===== src/rtl/traffic_phase_sequencer.sv =====
// Traffic intersection phase sequencer: round-robin greens with demand skip,
// yellow/all-red clearance and emergency preemption; optional pedestrian walk via TPS_PED_EN.
module traffic_phase_sequencer #(
    parameter int unsigned NUM_PHASES = 4,
    parameter int unsigned GREEN_CYC  = 7,
    parameter int unsigned YELLOW_CYC = 2,
    parameter int unsigned ALLRED_CYC = 1,
    parameter int unsigned WALK_CYC   = 4,
    parameter int unsigned CNT_W      = 4,
    localparam int unsigned PH_W      = $clog2(NUM_PHASES),
    localparam int unsigned LIGHTS_W  = 3 * NUM_PHASES
) (
    input  logic                  clk,
    input  logic                  rst,
    input  logic [NUM_PHASES-1:0] demand,
    input  logic                  preempt_req,
    input  logic [PH_W-1:0]       preempt_phase,
    input  logic                  ped_req,
    output logic [LIGHTS_W-1:0]   lights,
    output logic                  walk,
    output logic [CNT_W-1:0]      count,
    output logic [2:0]            ps,
    output logic [PH_W-1:0]       active_phase
);

    typedef enum logic [2:0] {
        S_ALLRED  = 3'd0,
        S_GREEN   = 3'd1,
        S_YELLOW  = 3'd2,
        S_WALK    = 3'd3,
        S_PREEMPT = 3'd4
    } state_t;

    localparam logic [2:0] LAMP_RED    = 3'b100;
    localparam logic [2:0] LAMP_YELLOW = 3'b010;
    localparam logic [2:0] LAMP_GREEN  = 3'b001;

    state_t          state_q;
    state_t          state_d;
    logic [PH_W-1:0] phase_d;
    logic [PH_W-1:0] next_green;
    logic [CNT_W-1:0] count_d;
    logic            preempt_vld;
    logic            walk_ok;

    // Out-of-range preempt targets are treated as no request.
    assign preempt_vld = preempt_req && (32'(preempt_phase) < NUM_PHASES);

    // Lamp pattern for a given state and active approach.
    function automatic logic [LIGHTS_W-1:0] lights_for(input state_t s, input logic [PH_W-1:0] ph);
        logic [LIGHTS_W-1:0] l;
        l = '0;
        for (int unsigned i = 0; i < NUM_PHASES; i++) begin
            l[3*i +: 3] = LAMP_RED;
            if (ph == PH_W'(i)) begin
                if (s == S_GREEN || s == S_PREEMPT) l[3*i +: 3] = LAMP_GREEN;
                else if (s == S_YELLOW)             l[3*i +: 3] = LAMP_YELLOW;
            end
        end
        return l;
    endfunction

    // Next green: first demanding approach after the current one, current checked last.
    always_comb begin
        logic found;
        int unsigned idx;
        found      = 1'b0;
        idx        = 0;
        next_green = PH_W'((32'(active_phase) + 32'd1) % NUM_PHASES);
        for (int unsigned k = 1; k <= NUM_PHASES; k++) begin
            idx = (32'(active_phase) + k) % NUM_PHASES;
            if (!found && demand[PH_W'(idx)]) begin
                next_green = PH_W'(idx);
                found      = 1'b1;
            end
        end
    end

    always_comb begin
        state_d = state_q;
        phase_d = active_phase;
        case (state_q)
            S_GREEN: begin
                if (preempt_vld) begin
                    state_d = (preempt_phase == active_phase) ? S_PREEMPT : S_YELLOW;
                end else if (count == CNT_W'(GREEN_CYC - 1)) begin
                    state_d = S_YELLOW;
                end
            end
            S_YELLOW: begin
                if (count == CNT_W'(YELLOW_CYC - 1)) state_d = S_ALLRED;
            end
            S_ALLRED: begin
                if (count == CNT_W'(ALLRED_CYC - 1)) begin
                    if (preempt_vld) begin
                        state_d = S_PREEMPT;
                        phase_d = preempt_phase;
                    end else if (walk_ok) begin
                        state_d = S_WALK;
                    end else begin
                        state_d = S_GREEN;
                        phase_d = next_green;
                    end
                end
            end
            S_WALK: begin
                if (count == CNT_W'(WALK_CYC - 1)) state_d = S_ALLRED;
            end
            S_PREEMPT: begin
                if (!preempt_vld) state_d = S_YELLOW;
            end
            default: state_d = S_ALLRED;
        endcase
    end

    // Counter restarts on any transition; PREEMPT can last indefinitely so it saturates there.
    always_comb begin
        if (state_d != state_q)                   count_d = '0;
        else if (state_q == S_PREEMPT && &count)  count_d = count;
        else                                      count_d = count + CNT_W'(1);
    end

    always_ff @(posedge clk) begin
        if (rst) begin
            state_q      <= S_ALLRED;
            count        <= '0;
            active_phase <= PH_W'(NUM_PHASES - 1);
            lights       <= lights_for(S_ALLRED, '0);
            walk         <= 1'b0;
        end else begin
            state_q      <= state_d;
            count        <= count_d;
            active_phase <= phase_d;
            lights       <= lights_for(state_d, phase_d);
            walk         <= (state_d == S_WALK);
        end
    end

    assign ps = state_q;

`ifdef TPS_PED_EN
    logic ped_pend_q;
    logic from_walk_q;

    // A walk is only granted if the last clearance did not itself follow a walk.
    assign walk_ok = ped_pend_q && !from_walk_q;

    always_ff @(posedge clk) begin
        if (rst) begin
            ped_pend_q  <= 1'b0;
            from_walk_q <= 1'b0;
        end else begin
            ped_pend_q <= (ped_pend_q && !(state_d == S_WALK && state_q != S_WALK)) || ped_req;
            if (state_d == S_ALLRED && state_q != S_ALLRED) begin
                from_walk_q <= (state_q == S_WALK);
            end
        end
    end
`else
    logic unused_ped;
    assign unused_ped = ped_req;
    assign walk_ok    = 1'b0;
`endif

endmodule


===== config.mk =====
export PLATFORM = sky130hd
export DESIGN_NAME = traffic_phase_sequencer
export DESIGN_NICKNAME = d
export VERILOG_FILES = /design/src/rtl/traffic_phase_sequencer.sv
export SDC_FILE = /design/constraint.sdc
export NUM_CORES = 1
export LEC_CHECK = 0
export BUFFER_PORTS_ARGS = -buffer_cell sky130_fd_sc_hd__buf_4
export CAP_MARGIN = 20
export CORE_MARGIN = 2
export CORE_UTILIZATION = 50
export CTS_BUF_LIST = sky130_fd_sc_hd__clkbuf_8
export CTS_CLUSTER_SIZE = 40
export DETAILED_ROUTE_END_ITERATION = 8
export MAX_ROUTING_LAYER = met4
export PLACE_DENSITY = 0.76
export SYNTH_ARGS = -nofsm -noshare
export SYNTH_HDL_FRONTEND = slang
export SYNTH_SLANG_ARGS = --single-unit

===== constraint.sdc =====
create_clock -name clk -period 2.7 [get_ports clk]
set_clock_uncertainty 0.1 [all_clocks]
set_input_delay 0.135 -clock clk [delete_from_list [all_inputs] [get_ports clk]]
set_output_delay 0.135 -clock clk [all_outputs]
set_load 0.005 [all_outputs]

=== Word level (Yosys, flattened, before mapping) ===
Cells that the tools add are included.

* Reduce and logical (&&, ||, !) cells: 17
* Add/sub/neg operators: 5
* Equality and inequality tests: 16
* Order comparisons: 4
* Bitwise operators: 4
* Divide/modulo/power cells: 0
* Shift operators: 0
* Muxes and demuxes: 28
* Multipliers: 0

{| class="wikitable"
|+ Operators by type and width
! kind !! number
|-
| 2-to-1 mux 3 bit || 10
|-
| one-hot mux 3 bit (5 select lines) || 1
|-
| equality test 3 x 2 -> 1 bit (second input constant) || 4
|-
| < comparator 2 x 3 -> 1 bit (second input constant) || 4
|-
| 2-to-1 mux 2 bit || 6
|-
| OR reduction 2 bit || 5
|-
| binary-select mux 1 bit (select 2 bit) || 4
|-
| 2-to-1 mux 1 bit || 7
|-
| equality test 3 x 1 -> 1 bit (second input constant) || 2
|-
| equality test 3 bit (second input constant) || 2
|-
| adder 2 x 1 -> 2 bit (second input constant) || 2
|-
| adder 2 bit (second input constant) || 2
|-
| adder 4 x 1 -> 4 bit (second input constant) || 1
|-
| equality test 2 bit (second input constant) || 2
|-
| equality test 4 x 1 -> 1 bit (second input constant) || 1
|-
| equality test 4 x 2 -> 1 bit (second input constant) || 1
|-
| equality test 4 x 3 -> 1 bit (second input constant) || 1
|-
| logical AND 1 bit || 4
|-
| zero test 4 bit || 1
|-
| inverter 1 bit || 4
|-
| AND reduction 4 bit || 1
|-
| zero test 1 bit || 3
|-
| zero test 3 bit || 1
|-
| inequality test 3 bit || 1
|-
| other kinds (4) || 4
|}

* Flip-flop bits (word level): 22
* Logic and storage cells: 82
* Output and inout bits: 22
* Latch bits: 0
* Input port bits: 10
* Bits in writable memories: 0
* Bits in read-only memories: 0
* Memories: 0

=== Longest topological paths before layout ===
Gate-level depths: netlist of run 1.

* Word-level depth: 19
* Depth in mapped cells: 8
* Gate-level depth less buffers: 8

=== Least setup slack after synthesis of run 1 ===
No wires, ideal clock.

* Kind: flip-flop to flip-flop
* From: reg count[1]
* To: reg lights[2]
* Buffers on the path: 0
* Setup slack: 491 ps
* Setup time: 134 ps
* Arrival time: 1974 ps
* Cell stages (with the launch flop): 8
* Cells stage by stage: dfxtp_1 -> ha_1 -> or3b_1 -> a2bb2oi_1 -> o21ai_0 -> or3_1 -> a21oi_2 -> nand3_1

* Longest elaborated chain between the ends: 7
* Elaborated cells on any way between the ends: 21

{| class="wikitable"
|+ Ends and longest elaborated chain
! item !! line !! RTL
|-
| from (decl) || 21 || <nowiki>output logic [CNT_W-1:0] count,</nowiki>
|-
| from (signal assigned) || 132 || <nowiki>count <= count_d;</nowiki>
|-
| equality test 4 x 3 -> 1 bit || 86 || <nowiki>end else if (count == CNT_W'(GREEN_CYC - 1)) begin</nowiki>
|-
| 2-to-1 mux 3 bit || 86 ||
|-
| 2-to-1 mux 3 bit || 84 || <nowiki>if (preempt_vld) begin</nowiki>
|-
| one-hot mux 3 bit (5 select lines) || 82 || <nowiki>case (state_q)</nowiki>
|-
| equality test 3 x 2 -> 1 bit, or another cell as far along || 57 || <nowiki>else if (s == S_YELLOW) l[3*i +: 3] = LAMP_YELLOW;</nowiki>
|-
| 2-to-1 mux 3 bit / logical OR 1 bit (equally long branches) || 57, 56 ||
|-
| 2-to-1 mux 3 bit || 56 || <nowiki>if (s == S_GREEN || s == S_PREEMPT) l[3*i +: 3] = LAMP_GREEN;</nowiki>
|-
| to (signal assigned) || 128 || <nowiki>lights <= lights_for(S_ALLRED, '0);</nowiki>
|-
| to (signal assigned) || 134 || <nowiki>lights <= lights_for(state_d, phase_d);</nowiki>
|-
| to (decl) || 19 || <nowiki>output logic [LIGHTS_W-1:0] lights,</nowiki>
|}

Parallel ways exist; a longest one is shown, timed or not.
A chain may end at the register's enable or synchronous reset.

=== Final worst setup path of run 1 ===
* From: reg count[1]
* To: reg lights[5]

The elaborated chain is that of the path after synthesis.

==> flow_summary.yaml, run 1 <==
outcome:
  status: "complete, no violations"
global_routing:
  grt-ovfl-total: 0
  grt_util_all_layers: 0.219
  grt_first_pass_wirelength_um: 4600
  antenna_found_initial: 0
  grt_pass1_vias: 1057
  grt_max_degree: 16
clock_network:
  cts.repair.resized: 0
  clk_latency_ps: 260
  root_buffer: "clkbuf_8"
  cts_max_path_buffers: 2
  tritoncts: "built"
  cts_hold_buf: 1
  h-tree-depth: 1
  clock_sinks: 22
  clk_pin_slew_ps: 80
  cts_setup_buffers: 0
  cts_buffers: 3
hold_path:
  hp-start: "preempt_req"
  min_path_type: "input pin to register"
setup_path:
  start_kind: "register"
  path_max_fanout: 6
  crit_buf_inv: 0
  path_cells: "ha_1, or3b_1, a2bb2oi_1, o21ai_0, or3_1, a21oi_2, nand3_1"
  critPathLaunch: "count[1]$_SDFFE_PP0N_"
  worstPathRequired_ps: 2730
  cp_top_family: "simple AND/OR/NAND/NOR gates"
  critPathCaptureType: "register"
  crit_slowest_cell: "dfxtp_1"
  path_class: "register to register"
  max_stage_delay_ps: 430
  crit_arrival_ps: 2500
  r2r_start: "count[1]$_SDFFE_PP0N_"
timing:
  worst_pin_slew_ps: 684
  rsz0062_at_grt: "no"
  hold_viol_final: 0
  fmax_mhz: 405
  fin_crit_sh: 0.915
  slew-limit-headroom: 0.538
  finalCriticalPeriod_ps: 2470
  fin_ws_ps: 230
  timing.setup.tns_ps: 0
  final_max_slew_viol_count: 0
  setup_viol: 0
  hold_slack_ps: 271
placement:
  dp_cells: 202
  placed_area_um2: 1510
  io_buffers: 30
  dp_slack_ps: 274
  gp_congestion: 0.850
  dp_hpwl_um: 2130
synthesis:
  avgSynthCellArea_um2: 8.65
  ys.flop_type: "dfxtp_1"
  synth_nets: 161
  synth_area_um2: 1270
  yosys_register_bits: 22
  yosys_warnings: 0
  async_reset_ff_frac: 0
  synth_cell_types: 58
  synth_edf_count: 0
  seq_area_frac_synth: 0.346
  synth_cells: 147
power_and_ir_drop:
  max-vdd-ir-drop_uv: 719
  powerDensity_nw_per_um2: 931
  p_leak_nw: 0.690
  power_mw: 1.48
cells_and_area:
  drive_above_1_share: 0.271
  fill_cells: 221
  postLayoutCellArea_um2: 1590
  fin_cells: 207
  diodes: 0
  final_util: 0.653
  syn_to_final_growth_pct: 24.9
  final_nets: 192
routing:
  drt-total-wl_um: 2800
  routedWlPerCell_um: 13.5
  drtIter0Drc: 16
  drcViolationCount: 0
  drt_first_pass_iters: 4
  antenna_left: 0
  vias_per_cell: 5.70
  dr_total_vias: 1179
floorplanning:
  coreArea_um2: 2430
  dieArea_um2: 2960
  start_util: 0.523
  pin_count: 32
  dieHeight_um: 54.4
  num_rows: 18
  die_w_um: 54.4
flow_run:
  cap_violations: 0
[registers in the layout (all words and copies together) (netlist names)]
register	flops
ps	3
walk	1
active_phase	2
count	4
lights	12
[cells in the mapped netlist, types with 2 or more instances]
| library cell | instances | area, um2 |
|---|---|---|
| dfxtp_1 | 22 | 440 |
| nor2_1 | 15 | 56.3 |
| inv_1 | 9 | 33.8 |
| o21ai_0 | 9 | 45.0 |
| nand3_1 | 8 | 40.0 |
| nand2_1 | 7 | 26.3 |
| a21oi_1 | 6 | 30.0 |
| and3_1 | 5 | 31.3 |
| ha_1 | 4 | 50.1 |
| o211ai_1 | 3 | 22.5 |
| or4_1 | 3 | 22.5 |
| xor2_1 | 3 | 26.3 |
| clkbuf_1 | 2 | 7.51 |
| nand4_1 | 2 | 12.5 |
| nor3_1 | 2 | 10.0 |
| nor3b_1 | 2 | 15.0 |
| o41ai_1 | 2 | 17.5 |
| or3_1 | 2 | 12.5 |
| xnor2_1 | 2 | 17.5 |
[metal layers]
metal | global-route usage | up-vias | wire, um
met3 | 0.0410 | 5 | 115
met1 | 0.238 | 550 | 1230
met2 | 0.408 | 24 | 1440
met5 | - | - | 0
li1 | - | 600 | -
met4 | 0.0500 | 0 | 23
[worst min-delay path, cell delays in order]
cell	delay, ps
buf_4	170
o221a_4	240
nor2_1	50
[cell type report]
| class | instances | area (um2) | area share |
|---|---|---|---|
| flip-flops and latches | 22 | 440 | 0.277 |
| well taps | 30 | 37.5 | 0.0236 |
| multi-input cells | 110 | 762 | 0.480 |
| inverters | 9 | 33.8 | 0.0213 |
| repair buffers | 32 | 243 | 0.153 |
| clock inverters | 1 | 30.0 | 0.0189 |
| clock buffers | 3 | 41.3 | 0.0260 |
[path summary, 6_finish.rpt]
check | slack (ps) | to | cells after the start
hold reg to reg | 450 | count[1]$_SDFFE_PP0N_ | 2
setup / recovery | 230 | lights[5]$_SDFF_PP1_ | 7
hold / removal | 270 | ps[1]$_SDFF_PP0_ | 3
setup reg to reg | 230 | lights[5]$_SDFF_PP1_ | 7
[power breakdown]
group	total, mW	internal (mW)	switching [mW]
Sequential	0.494	0.401	0.0925
Combinational	0.680	0.324	0.356
Clock	0.304	0.198	0.106
[cells by family after synthesis]
logic type      share of synthesized area
flops                               0.346
simple gates                        0.298
buf+inv                            0.0541
fa+ha+maj                          0.0472
compound gates                      0.203
mux                                0.0167
xor+xnor                           0.0345
[placed cells by master (no fill, tap or decap), types with 2 or more instances in the layout]
cell type / n
buf_4: 31
o41ai_1: 2
xor2_1: 3
nor2_1: 15
nor3_1: 2
clkbuf_8: 3
dfxtp_1: 22
inv_1: 9
nand3_1: 8
a21oi_1: 6
o21ai_0: 9
nand2_1: 7
xnor2_1: 2
or3_1: 2
and3_1: 5
or4_1: 3
o211ai_1: 3
nand4_1: 2
ha_1: 4
nor3b_1: 2
(Power assumes the default switching activity.)
==> inputs of run 2 (changes only) <==
CTS_CLUSTER_SIZE = 30   (was 40)
REMOVE_ABC_BUFFERS = 1   (was default)
==> run 2 against run 1 <==
- fmax shrank 0.35%
- worst setup slack lost 8.6 ps
- routed wire length grew 0.25%
- largest power group unchanged
==> flow_summary.yaml, run 2 (synthesized netlist as in run 1, its figures left out) <==
outcome:
  status: "complete, no violations"
timing:
  worst_pin_slew_ps: 831
  fmax_mhz: 403
  finalCriticalPeriod_ps: 2480
  setup_viol: 0
  hold_viol_final: 0
  rsz0062_at_grt: "no"
  final_max_slew_viol_count: 0
  timing.setup.tns_ps: 0
  slew-limit-headroom: 0.439
  fin_crit_sh: 0.918
routing:
  drt_first_pass_iters: 4
  antenna_left: 0
  vias_per_cell: 5.67
  drcViolationCount: 0
  dr_total_vias: 1174
  routedWlPerCell_um: 13.6
  drtIter0Drc: 14
  drt-total-wl_um: 2810
power_and_ir_drop:
  power_mw: 1.43
  max-vdd-ir-drop_uv: 481
  powerDensity_nw_per_um2: 904
  p_leak_nw: 0.684
global_routing:
  antenna_found_initial: 0
  grt-ovfl-total: 0
  grt_util_all_layers: 0.228
  grt_first_pass_wirelength_um: 4790
  grt_max_degree: 16
  grt_pass1_vias: 1112
cells_and_area:
  syn_to_final_growth_pct: 24.1
  largest_reg_flops: 12
  layout_common_cells: "buf_4, dfxtp_1, nor2_1, inv_1, o21ai_0"
  drive_above_1_share: 0.277
  diodes: 0
  fin_cells: 207
  final_common_cell: "buf_4"
  max_flop_register: "lights"
  final_nets: 192
hold_path:
  min_path_type: "input pin to register"
  hp-start: "preempt_req"
setup_path:
  worstPathRequired_ps: 2730
  crit_arrival_ps: 2510
  path_class: "register to register"
  r2r_start: "count[1]$_SDFFE_PP0N_"
  path_max_fanout: 6
  start_kind: "register"
  critPathCaptureType: "register"
  critPathLaunch: "count[1]$_SDFFE_PP0N_"
floorplanning:
  die_w_um: 54.4
  pin_count: 32
  dieHeight_um: 54.4
  num_rows: 18
  coreArea_um2: 2430
  dieArea_um2: 2960
  start_util: 0.523
placement:
  dp_hpwl_um: 2130
  io_buffers: 30
  dp_cells: 202
  gp_congestion: 0.777
clock_network:
  root_buffer: "clkbuf_8"
  cts_setup_buffers: 0
  clk_latency_ps: 260
  tritoncts: "built"
  cts_buffers: 3
  clock_sinks: 22
  clk_pin_slew_ps: 80
  cts_max_path_buffers: 2
  h-tree-depth: 1
flow_run:
  cap_violations: 0
run 2: cell types whose count changed in the layout (fill, tap and decap cells not counted):
| cell | delta |
|---|---|
| nor4_2 | +1 |
| nor4_1 | -1 |
| clkbuf_8 | +1 |
| bufinv_16 | -1 |
run 2: what timing repair did:
action / 4_1_cts / 5_1_grt
hold buffers: 1 / 0
endpoints found under the hold margin: 2 / 0
endpoints found under the setup margin: 0 / 2
resized for setup: 0 / 1
run 2: critical path: stages (launching register included):
cell	delay [ps]
dfxtp_1	440
ha_1	270
or3b_1	360
a2bb2oi_1	250
o21ai_0	210
or3_1	400
a21oi_2	200
nand3_1	110
run 2: layer usage:
layer	GRT usage	wire length (um)	share of wire
met1	0.263	1240	0.44
met3	0.0383	101	0.036
met4	0.0792	31	0.011
met5	-	0	0
met2	0.398	1430	0.51
run 2: per-stage QoR:
step           hold WS (ps)  cell area, um2   util  setup slack (ps)
2_1_floorplan           107            1240      -               491
3_3_place_gp            261            1510  0.619               351
3_5_place_dp            262            1510  0.619               279
4_1_cts                 275            1570  0.646               266
5_1_grt                 309            1580  0.649              6.02
6_report                284            1580  0.649               221
run 2: final timing paths:
kind | depth (start not counted) | slack, ps | end
min reg2reg | 2 | 450 | count[1]$_SDFFE_PP0N_
min | 3 | 280 | ps[1]$_SDFF_PP0_
max reg2reg | 7 | 220 | lights[2]$_SDFF_PP1_
max | 7 | 220 | lights[2]$_SDFF_PP1_
run 2: layout make-up:
class | instances | area (um2)
clock buffer | 4 | 55.1
fill | 222 | 855
inverter | 9 | 33.8
multi-input combinational | 110 | 768
sequential | 22 | 440
tap | 30 | 37.5
timing repair buffer | 32 | 243
run 2: where the power goes:
group          leakage, nW  switching [mW]  internal (mW)
sequential           0.179          0.0928          0.401
combinational        0.475           0.369          0.326
clock               0.0288           0.107          0.130
total                0.684           0.568          0.857
==> inputs of run 3 (changes only) <==
ABC_AREA = 1   (was default)
PLACE_DENSITY = 0.75   (was 0.76)
TNS_END_PERCENT = 1   (was default)
==> run 3 against run 2 <==
- synthesized cell count is 30% higher
- sequential power is 3% lower
- design area rose by 5.1%
- fmax is 19% higher
- critical endpoint is now lights[5]$_SDFF_PP1_
- largest power group unchanged
- combinational power grew 53%
- clock-buffer cell count shrank 1
- cell count up 23%
- utilization up 1.4 points
- worst hold slack got worse by 94 ps
- via count grew 9.3%
==> flow_summary.yaml, run 3 <==
outcome:
  status: "complete, no violations"
floorplanning:
  coreArea_um2: 2500
  dieArea_um2: 3100
  num_rows: 18
  pin_count: 32
  die_w_um: 55.7
  start_util: 0.535
  dieHeight_um: 55.7
setup_path:
  worst_path_most_repeated_cell: "nand2_1"
  worstPathRequired_ps: 2740
  path_max_fanout: 5
  crit_arrival_ps: 2130
  max_stage_delay_ps: 440
  critPathCaptureType: "register"
  start_kind: "register"
  crit_slowest_cell: "dfxtp_1"
  path_cells: "inv_1, ha_1, nand2_1, nor2_1, nor3_1, nor2_1, nand2_1, nand2_1, nand2_1, nand4_1"
  path_class: "register to register"
clock_network:
  cts_hold_buf: 1
  cts_buffers: 3
  clock_sinks: 22
  h-tree-depth: 1
  cts_max_path_buffers: 2
  cts_setup_buffers: 0
  tritoncts: "built"
  root_buffer: "clkbuf_8"
  cts.repair.resized: 0
  clk_pin_slew_ps: 80
  clk_latency_ps: 260
routing:
  vias_per_cell: 5.05
  drt-total-wl_um: 2800
  dr_total_vias: 1283
  routedWlPerCell_um: 11.0
  drcViolationCount: 0
  drtIter0Drc: 28
  drt_first_pass_iters: 4
  antenna_left: 0
cells_and_area:
  final_nets: 239
  drive_above_1_share: 0.290
  max_flop_register: "lights"
  fill_cells: 220
  final_util: 0.663
  syn_to_final_growth_pct: 24.1
  largest_reg_flops: 12
  layout_common_cells: "nand2_1, buf_4, dfxtp_1, inv_1, nand3_1"
  seq_area_um2: 440
  fin_cells: 254
  multiInputGateArea_um2: 778
  diodes: 0
  final_common_cell: "nand2_1"
global_routing:
  antenna_found_initial: 0
  grt_max_degree: 14
  grt_pass1_vias: 1220
  grt_first_pass_wirelength_um: 4950
  grt-ovfl-total: 0
  grt_util_all_layers: 0.195
timing:
  hold_slack_ps: 190
  worst_pin_slew_ps: 456
  finalCriticalPeriod_ps: 2090
  fmax_mhz: 479
  final_max_slew_viol_count: 0
  slew-limit-headroom: 0.695
  rsz0062_at_grt: "no"
  timing.setup.tns_ps: 0
  fin_crit_sh: 0.774
  hold_viol_final: 0
  setup_viol: 0
power_and_ir_drop:
  power_mw: 1.85
  max-vdd-ir-drop_uv: 766
  powerDensity_nw_per_um2: 1110
  p_leak_nw: 0.835
placement:
  dp_hpwl_um: 2130
  io_buffers: 30
  gp_congestion: 0.866
  dp_cells: 249
synthesis:
  yosys.area.top_type: "dfxtp_1"
  ys.flop_type: "dfxtp_1"
  seq_area_frac_synth: 0.330
  yosysMostFrequentCell: "nand2_1"
  synth_commonest_cells: "nand2_1, dfxtp_1, inv_1, nand3_1, nor2_1"
  synth_cell_types: 25
  synth_top_area_frac: 0.330
  avgSynthCellArea_um2: 7.00
  synth_area_um2: 1340
  synth_cells: 191
  yosys_register_bits: 22
  yosys_warnings: 0
  async_reset_ff_frac: 0
  synth_edf_count: 0
  synth.area.top_cells: "dfxtp_1, nand2_1, nand2_2"
hold_path:
  min_path_type: "input pin to register"
flow_run:
  cap_violations: 0
[run 3: worst paths after layout]
check                                            end                   from  cells past startpoint  slack, ps
worst max-delay path            lights[5]$_SDFF_PP1_  count[0]$_SDFFE_PP0N_                     10        610
worst min register to register       walk$_SDFF_PP0_       ps[0]$_SDFF_PP0_                      2        520
worst max register to register  lights[5]$_SDFF_PP1_  count[0]$_SDFFE_PP0N_                     10        610
worst min-delay path                ps[2]$_SDFF_PP0_            preempt_req                      5        190
[run 3: logic make-up after synthesis]
| family | count (synthesis) | share of synthesized area |
|---|---|---|
| AND/OR/NAND/NOR | 121 | 0.446 |
| AO/OA/AOI/OAI | 15 | 0.0730 |
| flip-flops | 22 | 0.330 |
| adder cells (fa/ha/maj) | 4 | 0.0375 |
| XOR/XNOR | 4 | 0.0262 |
| buffers and inverters | 25 | 0.0880 |
[run 3: critical path, delay by kind of cell (launching register included)]
family | cells | cell delay (ps)
adder cells (fa/ha/maj) | 1 | 230
buffers and inverters | 1 | 120
AND/OR/NAND/NOR | 8 | 1090
flip-flops | 1 | 440
[run 3: per-layer routing]
metal,global-route usage,vias to the layer above,routed length (um)
met5,-,-,0
met4,0.0732,0,28
met1,0.245,574,1340
met3,0.0256,4,110
met2,0.320,33,1320
li1,-,672,-
[run 3: cell type report]
| type | count | share of cell area |
|---|---|---|
| Inverter | 22 | 0.0528 |
| Timing Repair Buffer | 32 | 0.146 |
| Multi-Input combinational cell | 144 | 0.469 |
| Clock buffer | 3 | 0.0249 |
| Tap cell | 30 | 0.0226 |
| Sequential cell | 22 | 0.266 |
| Clock inverter | 1 | 0.0181 |
[run 3: metrics by stage]
stage               setup slack, ps  area, um2
finish                          611       1660
global route                    375       1660
CTS                             664       1660
detailed placement              687       1580
global placement                752       1580
floorplan                       682       1310
[run 3: power breakdown]
group	switching, mW	internal [mW]
clock	0.104	0.198
combinational	0.679	0.385
sequential	0.0653	0.414
total	0.848	0.997
